$ cat src/rtl/mlaccel_memarb.sv
// mlaccel_memarb: N-client arbiter and response tracker for the shared accelerator main memory.
// Latency: grant in the request cycle, memory command registered next edge, rsp_valid RD_LAT+1 cycles after grant.
// Backpressure: req_ready is a combinational one-hot grant; client 0 always wins, clients 1..N-1 keep one transaction in flight.
// Build option: define MLACCEL_MEMARB_RR_EN for round-robin among clients 1..N-1 (default: fixed priority, lowest index wins).
module mlaccel_memarb #(
   parameter int  NCLIENTS = 3,
   parameter int  ADDR_W   = 16,
   parameter int  DATA_W   = 64,
   parameter int  RD_LAT   = 1,
   localparam int BE_W     = DATA_W / 8
) (
   input  logic                         clock,
   input  logic                         resetn,
   input  logic [NCLIENTS-1:0]          req_valid,
   input  logic [NCLIENTS*BE_W-1:0]     req_wen,
   input  logic [NCLIENTS*ADDR_W-1:0]   req_addr,
   input  logic [NCLIENTS*DATA_W-1:0]   req_wdata,
   output logic [NCLIENTS-1:0]          req_ready,
   output logic [NCLIENTS-1:0]          rsp_valid,
   output logic [DATA_W-1:0]            rsp_rdata,
   output logic [ADDR_W-1:0]            mem_addr,
   output logic [BE_W-1:0]              mem_wen,
   output logic [DATA_W-1:0]            mem_wdata,
   input  logic [DATA_W-1:0]            mem_rdata
);

   localparam int PTR_W = (NCLIENTS > 1) ? $clog2(NCLIENTS) : 1;

   // One-hot grant, index of the granted client, and "some client granted".
   logic [NCLIENTS-1:0]          grant;
   logic [PTR_W-1:0]             gnt_idx;
   logic                         gnt_any;

   // Per-client grant history; a client is in flight while any stage is set,
   // which also covers its rsp_valid cycle (last stage).
   logic [NCLIENTS-1:0][RD_LAT:0] rsp_pipe;

`ifdef MLACCEL_MEMARB_RR_EN
   logic [PTR_W-1:0]             rr_ptr;
   logic [PTR_W-1:0]             cand;

   // Grant: client 0 first, else round-robin search over 1..N-1 starting at rr_ptr.
   always_comb begin
      grant   = '0;
      gnt_idx = '0;
      gnt_any = 1'b0;
      cand    = '0;
      if (resetn) begin
         if (req_valid[0]) begin
            grant[0] = 1'b1;
            gnt_any  = 1'b1;
         end else begin
            for (int j = 0; j < NCLIENTS - 1; j++) begin
               cand = PTR_W'(((int'(rr_ptr) - 1 + j) % (NCLIENTS - 1)) + 1);
               if (!gnt_any && req_valid[cand] && !(|rsp_pipe[cand])) begin
                  grant[cand] = 1'b1;
                  gnt_idx     = cand;
                  gnt_any     = 1'b1;
               end
            end
         end
      end
   end

   // Round-robin pointer advances past a granted low-priority client, holds otherwise.
   always_ff @(posedge clock or negedge resetn) begin
      if (!resetn) begin
         rr_ptr <= PTR_W'(1);
      end else if (gnt_any && (gnt_idx != '0)) begin
         rr_ptr <= (int'(gnt_idx) == NCLIENTS - 1) ? PTR_W'(1) : gnt_idx + 1'b1;
      end
   end
`else
   // Grant: client 0 first, else lowest-index eligible client in 1..N-1.
   always_comb begin
      grant   = '0;
      gnt_idx = '0;
      gnt_any = 1'b0;
      if (resetn) begin
         if (req_valid[0]) begin
            grant[0] = 1'b1;
            gnt_any  = 1'b1;
         end else begin
            for (int c = 1; c < NCLIENTS; c++) begin
               if (!gnt_any && req_valid[c] && !(|rsp_pipe[c])) begin
                  grant[c] = 1'b1;
                  gnt_idx  = PTR_W'(c);
                  gnt_any  = 1'b1;
               end
            end
         end
      end
   end
`endif

   assign req_ready = grant;

   // Register the granted client's command; idle cycles issue no write, address/data hold.
   always_ff @(posedge clock or negedge resetn) begin
      if (!resetn) begin
         mem_addr  <= '0;
         mem_wen   <= '0;
         mem_wdata <= '0;
      end else begin
         mem_wen <= '0;
         if (gnt_any) begin
            mem_addr  <= req_addr[int'(gnt_idx)*ADDR_W +: ADDR_W];
            mem_wen   <= req_wen[int'(gnt_idx)*BE_W +: BE_W];
            mem_wdata <= req_wdata[int'(gnt_idx)*DATA_W +: DATA_W];
         end
      end
   end

   // Shift each client's grant bit through RD_LAT+1 stages to time its response.
   always_ff @(posedge clock or negedge resetn) begin
      if (!resetn) begin
         rsp_pipe <= '0;
      end else begin
         for (int i = 0; i < NCLIENTS; i++) begin
            rsp_pipe[i] <= {rsp_pipe[i][RD_LAT-1:0], grant[i]};
         end
      end
   end

   // Response strobe is the last stage of each client's pipe.
   always_comb begin
      rsp_valid = '0;
      for (int i = 0; i < NCLIENTS; i++) begin
         rsp_valid[i] = rsp_pipe[i][RD_LAT];
      end
   end

   assign rsp_rdata = mem_rdata;

endmodule

$ cat config.mk
export PLATFORM = sky130hd
export DESIGN_NAME = mlaccel_memarb
export DESIGN_NICKNAME = d
export VERILOG_FILES = /design/src/rtl/mlaccel_memarb.sv
export SDC_FILE = /design/constraint.sdc
export NUM_CORES = 1
export LEC_CHECK = 0
export BUFFER_PORTS_ARGS = -buffer_cell sky130_fd_sc_hd__buf_4
export CORE_AREA = 2 2 191 193
export CTS_CLUSTER_DIAMETER = 50
export DETAILED_ROUTE_END_ITERATION = 8
export DIE_AREA = 0 0 193 195
export GPL_TIMING_DRIVEN = 0
export SYNTH_ARGS = -nofsm -noshare
export SYNTH_HDL_FRONTEND = slang
export SYNTH_SLANG_ARGS = --single-unit
$ cat constraint.sdc
create_clock -name clock -period 3.4 [get_ports clock]
set_clock_uncertainty 0.1 [all_clocks]
set_input_delay 0.68 -clock clock [delete_from_list [all_inputs] [get_ports clock]]
set_output_delay 0.68 -clock clock [all_outputs]
set_load 0.03 [all_outputs]
==> results of run 1 <==
path summary, 6_finish.rpt:
check                             start            end  slack [ns]  depth (start not counted)
min reg2reg                 rsp_pipe[0]   rsp_valid[0]        0.26                          0
max                        req_valid[0]   req_ready[0]        0.19                          6
min                              resetn  mem_wdata[61]        0.17                          1
max reg2reg                 rsp_pipe[2]  mem_wdata[45]        0.71                          6
max in group asynchronous        resetn  mem_wdata[28]        2.57                          1
min in group clock          rsp_pipe[0]   rsp_valid[0]        0.26                          0
sequential cells by signal, indices dropped and copies added (netlist names):
name,flops
rsp_valid,3
rsp_pipe,3
mem_addr,16
mem_wdata,64
mem_wen,8
Yosys cell counts:
| cell type | count | area [sq um] |
|---|---|---|
| a21oi_1 | 8 | 40.0 |
| and2_1 | 1 | 6.26 |
| buf_1 | 2 | 7.51 |
| buf_2 | 8 | 40.0 |
| buf_4 | 71 | 533 |
| buf_6 | 3 | 33.8 |
| clkbuf_1 | 37 | 139 |
| dfrtp_1 | 94 | 2350 |
| inv_1 | 1 | 3.75 |
| mux2i_1 | 8 | 80.1 |
| nand2_1 | 80 | 300 |
| nand2b_1 | 1 | 6.26 |
| nand3b_4 | 1 | 20.0 |
| nor2_1 | 80 | 300 |
| nor2_4 | 1 | 11.3 |
| nor2b_1 | 80 | 500 |
| nor3_1 | 80 | 400 |
| nor3b_1 | 1 | 7.51 |
| nor3b_2 | 1 | 12.5 |
| o21ai_0 | 8 | 40.0 |
| o31a_1 | 1 | 8.76 |
| o31ai_2 | 1 | 12.5 |
| o41ai_1 | 60 | 526 |
| o41ai_2 | 20 | 325 |
| or3b_1 | 1 | 8.76 |
layout make-up:
class	count	area [sq um]	area share
Clock inverter	5	82.6	0.00840
Multi-Input combinational cell	433	2610	0.265
Inverter	1	3.75	0.000382
Timing Repair Buffer	426	3210	0.327
Buffer	120	752	0.0765
Sequential cell	94	2350	0.239
Clock buffer	10	239	0.0243
Antenna cell	1	2.50	0.000255
Tap cell	461	577	0.0587
through the flow:
stage / total power (uW) / setup TNS, ns / instances
finish: 4020 / 0 / 1551
detailed placement: 2900 / -23.88 / 1536
global route: 4230 / 0 / 1550
global placement: 2880 / -28.01 / 1536
floorplan: 2140 / 0 / 649
CTS: 4100 / 0 / 1550
worst register-to-register path, cell delays in order, from the launching register on:
cell and delay, ns:
dfrtp_1 0.37, nor3b_1 0.08, o31ai_2 0.83, buf_2 0.48
clkbuf_1 0.47, nand2_1 0.16, o41ai_2 0.09
metal layers:
metal,vias to the layer above,part of all wire,track usage
met1,3129,0.38,0.163
met4,0,0.023,0.0505
met5,-,0,0
met2,353,0.51,0.260
met3,31,0.086,0.0421
li1,3066,-,-
power by group through the flow:
stage	combinational, uW	sequential [uW]	clock [uW]
3_3_place_gp	1500	1380	0
5_1_grt	1590	1380	1250
4_1_cts	1520	1360	1220
6_report	1490	1360	1160
3_5_place_dp	1510	1380	0
2_1_floorplan	483	1660	0
cells by family (layout without fill, tap and decap cells):
kind of cell           after synthesis  in the layout  synth area share
flip-flops                          94             94             0.412
AND/OR/NAND/NOR                    327            327             0.275
buffers and inverters              122            562             0.132
multiplexers                         8              8            0.0140
other                                0              1                 0
AO/OA/AOI/OAI                       98             98             0.167
repair_timing:
item,in CTS,in global routing
buffers inserted,0,0
hold endpoints to repair,0,0
endpoints found under the setup margin,4,0
gates resized for setup,5,0
==> results.json, run 1 <==
{
  "drt_first_pass_iters": 4,
  "grt_pass1_wl_um": 40400,
  "post-route-period-util": 0.944,
  "final_common_cell": "buf_4",
  "mostFrequentLayoutCells": "buf_4, dfrtp_1",
  "floorplan.die_area_sq_um": 37600,
  "crit_path_cell_trace": "buf_4 > buf_2 > clkbuf_4 > clkbuf_1 > and2_1 > buf_4",
  "synthCells": 649,
  "cts_buffers": 9,
  "grt_start_max_net_pins": 99,
  "slowest_stage": "clkbuf_1",
  "cts_tree": "built",
  "io_pins": 491,
  "fill_cells": 3821,
  "p_leak_uw": 0.00473,
  "drive_gt1_frac": 0.502,
  "yosys.cell_types.count": 25,
  "setup_viol": 0,
  "pwr-share-clk": 0.290,
  "die_x_um": 193,
  "htree_levels": 3,
  "routedWlPerCell_um": 18.5,
  "min_period_ns": 3.21,
  "end_kind": "primary output",
  "start_util": 0.161,
  "path_max_fanout": 11,
  "required_ns": 2.62,
  "crit_family": "buffers and inverters",
  "slew_headroom": 0.336,
  "path_buf_inv": 5,
  "syn_nets": 982,
  "rsz0062_at_grt": "false",
  "syn-cell-area_sq_um": 5720,
  "clk_latency_ns": 0.36,
  "pre_cts_ws_ns": -0.646,
  "timing_hold_violations_final": 0,
  "vias": 6579,
  "crit_top_cell": "buf_4",
  "die_h_um": 195,
  "critPathArrivalTime_ns": 2.43,
  "vias_per_cell": 4.24,
  "drc_errors": 0,
  "antenna_found_initial": 0,
  "dp_hpwl_um": 22700,
  "swShare": 0.357,
  "yosys_register_bits": 94,
  "cts_hold_buf": 0,
  "stdcell_area_sq_um": 9830,
  "grt_pass1_vias": 6761,
  "post-route-util": 0.278,
  "p_switching_uw": 1430,
  "syn2layout_area_growth_pct": 71.9,
  "seqPwrFrac": 0.339,
  "syn-mean-instance-area_sq_um": 8.81,
  "setup_ws_ns": 0.191,
  "drv_slew": 0,
  "cts_buffer_depth": 2,
  "wl_um": 28700,
  "drtAntennaViolNets": 0,
  "peakVddDrop_uv": 213,
  "cts.sinks": 94,
  "place_area_sq_um": 9490,
  "clk_pin_slew_ns": 0.08,
  "synth_warnings": 0,
  "grt.total_usage": 0.145,
  "maxCapViolCount": 0,
  "place.gp.congestion": 0.876,
  "nets": 1418,
  "comb_power_share": 0.371,
  "holdWs_ns": 0.170,
  "path_class": "input port to primary output",
  "p_int_uw": 2580,
  "drt-initial-drc-count": 207,
  "port_buffers": 426,
  "cts_root_buf": "clkbuf_16",
  "fmax_mhz": 312,
  "power_density_nw_per_um2": 409,
  "overflow": 0,
  "worst_pin_slew_ns": 0.990,
  "rows": 69,
  "status": "completed",
  "cp_slowest_stage_delay_ns": 0.45,
  "yosysSeqAreaShare": 0.412,
  "core-area_sq_um": 35400,
  "startpoint_type": "input port",
  "hp-class": "input port to async pin"
}
No activity file was read; power rests on OpenSTA's default activity.
==> inputs of run 2 (changes only) <==
Clock period 3.4 ns to 3.9 ns, I/O delays scaled along.
==> run 2 against run 1 <==
Against the previous run: critical endpoint is now req_ready[2]; critical path type unchanged; routed wire length down 0.78%; register-to-register slack better by 0.49 ns; non-clock buffer count unchanged.
==> results.json, run 2 (synthesis gave the netlist of run 1 again) <==
{
  "status": "completed",
  "dp_hpwl_um": 22700,
  "maxCapViolCount": 0,
  "cts_buffers": 9,
  "drt_first_pass_iters": 6,
  "cts_tree": "built",
  "whs_path_depth": 0,
  "regMostFlops": "mem_wdata",
  "fin_setup_tns_ns": 0,
  "worstRegToRegCells": 6,
  "diodes": 0,
  "die_h_um": 195,
  "comb_power_share": 0.371,
  "syn2layout_area_growth_pct": 71.7,
  "end_kind": "primary output",
  "cp_slowest_stage_delay_ns": 0.56,
  "clk_pin_slew_ns": 0.07,
  "htree_levels": 3,
  "rows": 69,
  "final_cells": 1550,
  "p_switching_uw": 1250,
  "required_ns": 3.02,
  "grt_pass1_wl_um": 40100,
  "total_power_uw": 3500,
  "pwr-share-clk": 0.290,
  "timing_hold_violations_final": 0,
  "final_common_cell": "buf_4",
  "cp.depth": 7,
  "rsz0062_at_grt": "false",
  "cts_buffer_depth": 2,
  "drive_gt1_frac": 0.502,
  "seqPwrFrac": 0.339,
  "p_leak_uw": 0.00472,
  "cts_root_buf": "clkbuf_16",
  "slew_headroom": 0.330,
  "dp_cells": 1536,
  "wl_um": 28500,
  "port_buffers": 426,
  "setup_ws_ns": 0.299,
  "vias": 6573,
  "nets": 1418,
  "vias_per_cell": 4.24,
  "io_pins": 491,
  "mostFrequentLayoutCells": "buf_4, dfrtp_1",
  "die_x_um": 193,
  "crit_path_cell_trace": "buf_8 > nand2b_1 > nand3b_4 > buf_6 > buf_2 > inv_1 > buf_4",
  "overflow": 0,
  "path_buf_inv": 5,
  "pre_cts_ws_ns": -0.346,
  "drv_slew": 0,
  "power_density_nw_per_um2": 357,
  "peakVddDrop_uv": 186,
  "drc_errors": 0,
  "start_util": 0.161,
  "antenna_found_initial": 0,
  "slowest_stage": "buf_8",
  "hp-class": "flip-flop to flip-flop",
  "core-area_sq_um": 35400,
  "drt-initial-drc-count": 202,
  "routedWlPerCell_um": 18.4,
  "fmax_mhz": 278,
  "grt_start_max_net_pins": 99,
  "path_max_fanout": 98,
  "top_regs": "mem_wdata: 64 flops, mem_addr: 16 flops, mem_wen: 8 flops",
  "floorplan.die_area_sq_um": 37600,
  "min_period_ns": 3.60,
  "worst_pin_slew_ns": 1.00,
  "drtAntennaViolNets": 0,
  "path_class": "input port to primary output",
  "grt.total_usage": 0.144,
  "p_int_uw": 2250,
  "cts.sinks": 94,
  "clk_latency_ns": 0.36,
  "place.gp.congestion": 0.876,
  "setup_viol": 0,
  "startpoint_type": "input port",
  "critPathArrivalTime_ns": 2.72,
  "swShare": 0.357,
  "largest_reg_flops": 64,
  "crit_family": "buffers and inverters",
  "fill_cells": 3824,
  "grt_pass1_vias": 6765,
  "post-route-period-util": 0.923
}
run 2: power by group through the flow:
| stage | clock network, uW | registers, uW | logic [uW] |
|---|---|---|---|
| CTS | 1060 | 1190 | 1320 |
| finish | 1020 | 1190 | 1300 |
| global placement | 0 | 1200 | 1310 |
| floorplan | 0 | 1450 | 421 |
| global route | 1090 | 1200 | 1390 |
| detailed placement | 0 | 1200 | 1320 |
run 2: worst reg2reg max path: cells and delay by family (launching register included):
kind | cells | cell delay (ns)
buffers and inverters | 2 | 0.98
AO/OA/AOI/OAI | 2 | 0.91
flip-flops | 1 | 0.37
AND/OR/NAND/NOR | 2 | 0.23
run 2: final cells by class:
class,instances,area [sq um],area share
Timing Repair Buffer,426,3210,0.327
Multi-Input combinational cell,433,2610,0.266
Inverter,1,3.75,0.000382
Clock inverter,5,82.6,0.00841
Buffer,120,749,0.0764
Sequential cell,94,2350,0.240
Tap cell,461,577,0.0588
Clock buffer,10,239,0.0243
run 2: per-layer routing:
metal / wire length [um] / global-route usage / up-vias
met5: 0 / 0 / -
met4: 623 / 0.0505 / 0
met3: 2620 / 0.0421 / 29
met2: 14600 / 0.256 / 342
met1: 10600 / 0.161 / 3138
li1: - / - / 3064
run 2: path summary, 6_finish.rpt:
check | startpoint | slack [ns] | endpoint
max | resetn | 0.30 | req_ready[2]
min in group asynchronous | resetn | 0.36 | mem_wdata[61]
min | rsp_pipe[0] | 0.26 | rsp_valid[0]
max reg2reg | rsp_pipe[2] | 1.20 | mem_wdata[54]
min reg2reg | rsp_pipe[0] | 0.26 | rsp_valid[0]
max in group asynchronous | resetn | 2.78 | mem_wdata[28]
run 2: per-stage QoR:
| stage | hold WS [ns] | area, sq um | util |
|---|---|---|---|
| 3_3_place_gp | 0.232 | 9490 | 0.268 |
| 2_1_floorplan | 0.231 | 5720 | - |
| 3_5_place_dp | 0.244 | 9490 | 0.268 |
| 4_1_cts | 0.260 | 9820 | 0.277 |
| 5_1_grt | 0.264 | 9820 | 0.277 |
| 6_report | 0.255 | 9820 | 0.277 |
run 2: timing repair:
item	in CTS	in global routing
endpoints found under the setup margin	2	0
hold buffers	0	0
gates resized for setup	2	0
buffers inserted	0	0
==> inputs of run 3 (changes only) <==
Settings changed: PLACE_DENSITY_LB_ADDON from default to 0.2, REMOVE_ABC_BUFFERS from default to 1.
==> run 3 against run 2 <==
Against the previous run: clock power about the same; final cell count down 11%; die area unchanged.
==> results.json, run 3 (synthesis gave the netlist of run 1 again) <==
{
  "overflow": 0,
  "clk_latency_ns": 0.37,
  "vias": 5686,
  "stdcell_area_sq_um": 8870,
  "drc_errors": 0,
  "post-cts-setup-buffers": 0,
  "cts.sinks": 94,
  "setup_ws_ns": 0.222,
  "floorplan.die_area_sq_um": 37600,
  "slowest_stage": "or3b_4",
  "clk_pin_slew_ns": 0.07,
  "core-area_sq_um": 35400,
  "nets": 1246,
  "required_ns": 3.02,
  "antenna_found_initial": 0,
  "path_max_fanout": 44,
  "cp_slowest_stage_delay_ns": 0.65,
  "final_common_cell": "buf_4",
  "crit_top_cell": "buf_4",
  "top_regs": "mem_wdata: 64 flops, mem_addr: 16 flops, mem_wen: 8 flops",
  "place_area_sq_um": 8540,
  "drtAntennaViolNets": 0,
  "start_util": 0.161,
  "power_density_nw_per_um2": 372,
  "largest_reg_flops": 64,
  "peakVddDrop_uv": 236,
  "cts_hold_buf": 0,
  "drv_slew": 0,
  "post-route-util": 0.251,
  "rsz0062_at_grt": "false",
  "cts_root_buf": "clkbuf_16",
  "wl_um": 27600,
  "routedWlPerCell_um": 20.0,
  "diodes": 0,
  "io_pins": 491,
  "timing_hold_violations_final": 0,
  "maxCapViolCount": 0,
  "drt-initial-drc-count": 222,
  "fmax_mhz": 272,
  "startpoint_type": "input port",
  "rows": 69,
  "slew_headroom": 0.393,
  "regMostFlops": "mem_wdata",
  "vias_per_cell": 4.12,
  "htree_levels": 3,
  "setup_viol": 0,
  "end_kind": "primary output",
  "critPathArrivalTime_ns": 2.80,
  "grt_pass1_wl_um": 38500,
  "cts_buffer_depth": 2,
  "post-route-period-util": 0.943,
  "worst_pin_slew_ns": 0.911,
  "place.gp.congestion": 0.749,
  "drive_gt1_frac": 0.452,
  "grt_pass1_vias": 5711,
  "hp-class": "input port to async pin",
  "cts_buffers": 9,
  "grt_start_max_net_pins": 84,
  "status": "completed",
  "p_leak_uw": 0.00411,
  "cts_tree": "built",
  "path_class": "input port to primary output",
  "r2r_slack_ns": 1.00,
  "syn2layout_area_growth_pct": 55.1,
  "crit_family": "simple AND/OR/NAND/NOR gates",
  "dp_hpwl_um": 21600,
  "crit_path_cell_trace": "buf_4 > or3b_4 > buf_16 > nand3b_4 > inv_1 > buf_4",
  "port_buffers": 362,
  "path_buf_inv": 4,
  "min_period_ns": 3.68,
  "final_cells": 1379,
  "mostFrequentLayoutCells": "buf_4, dfrtp_1",
  "dp_cells": 1363,
  "die_x_um": 193,
  "ctsResizeCount": 0,
  "grt.total_usage": 0.141,
  "holdWs_ns": 0.234,
  "drt_first_pass_iters": 4,
  "die_h_um": 195,
  "pre_cts_ws_ns": 0.118
}
-- run 3: cell types whose count changed in the layout (fill, tap and decap cells not counted), sizes merged --
cell / previous run / this run
buf: 510 / 374
inv: 2 / 1
clkinvlp: 0 / 2
clkbuf: 46 / 10
-- run 3: final timing paths --
path                                   start       endpoint  depth (start not counted)
worst max register to register   rsp_pipe[2]    mem_addr[6]                          6
min in group clock               rsp_pipe[0]   rsp_valid[0]                          0
worst min register to register   rsp_pipe[0]   rsp_valid[0]                          0
worst min-delay path                  resetn  mem_wdata[46]                          1
max in group asynchronous             resetn  mem_wdata[16]                          2
worst max-delay path            req_valid[1]   req_ready[2]                          6
-- run 3: final cells by class --
cell class	instances	area [sq um]
clock buffer	10	239
clock inverter	6	85.1
fill	3890	26500
inverter	1	3.75
multi-input combinational	433	2620
sequential	94	2350
tap	461	577
timing repair buffer	374	2990
-- run 3: stage by stage --
stage / TNS (ns) / total power (uW)
after floorplan: -279.60 / 1730
after global placement: -670.57 / 2320
after detailed placement: 0 / 2320
after CTS: 0 / 3390
after global routing: 0 / 3500
final: 0 / 3300
-- run 3: metal layers --
| metal | wire (um) | up-vias | track usage | share of wire |
|---|---|---|---|---|
| met2 | 11600 | 305 | 0.198 | 0.42 |
| met1 | 10900 | 2639 | 0.161 | 0.39 |
| li1 | - | 2720 | - | - |
| met5 | 279 | - | 0.0623 | 0.010 |
| met4 | 257 | 4 | 0.0278 | 0.0093 |
| met3 | 4650 | 18 | 0.116 | 0.17 |
-- run 3: power breakdown --
part | switching [uW] | leakage, uW | internal (uW) | total (uW)
combinational | 608 | 0.00283 | 502 | 1110
clock | 437 | 0.000154 | 578 | 1020
sequential | 71.8 | 0.00113 | 1100 | 1180
total | 1120 | 0.00411 | 2190 | 3300
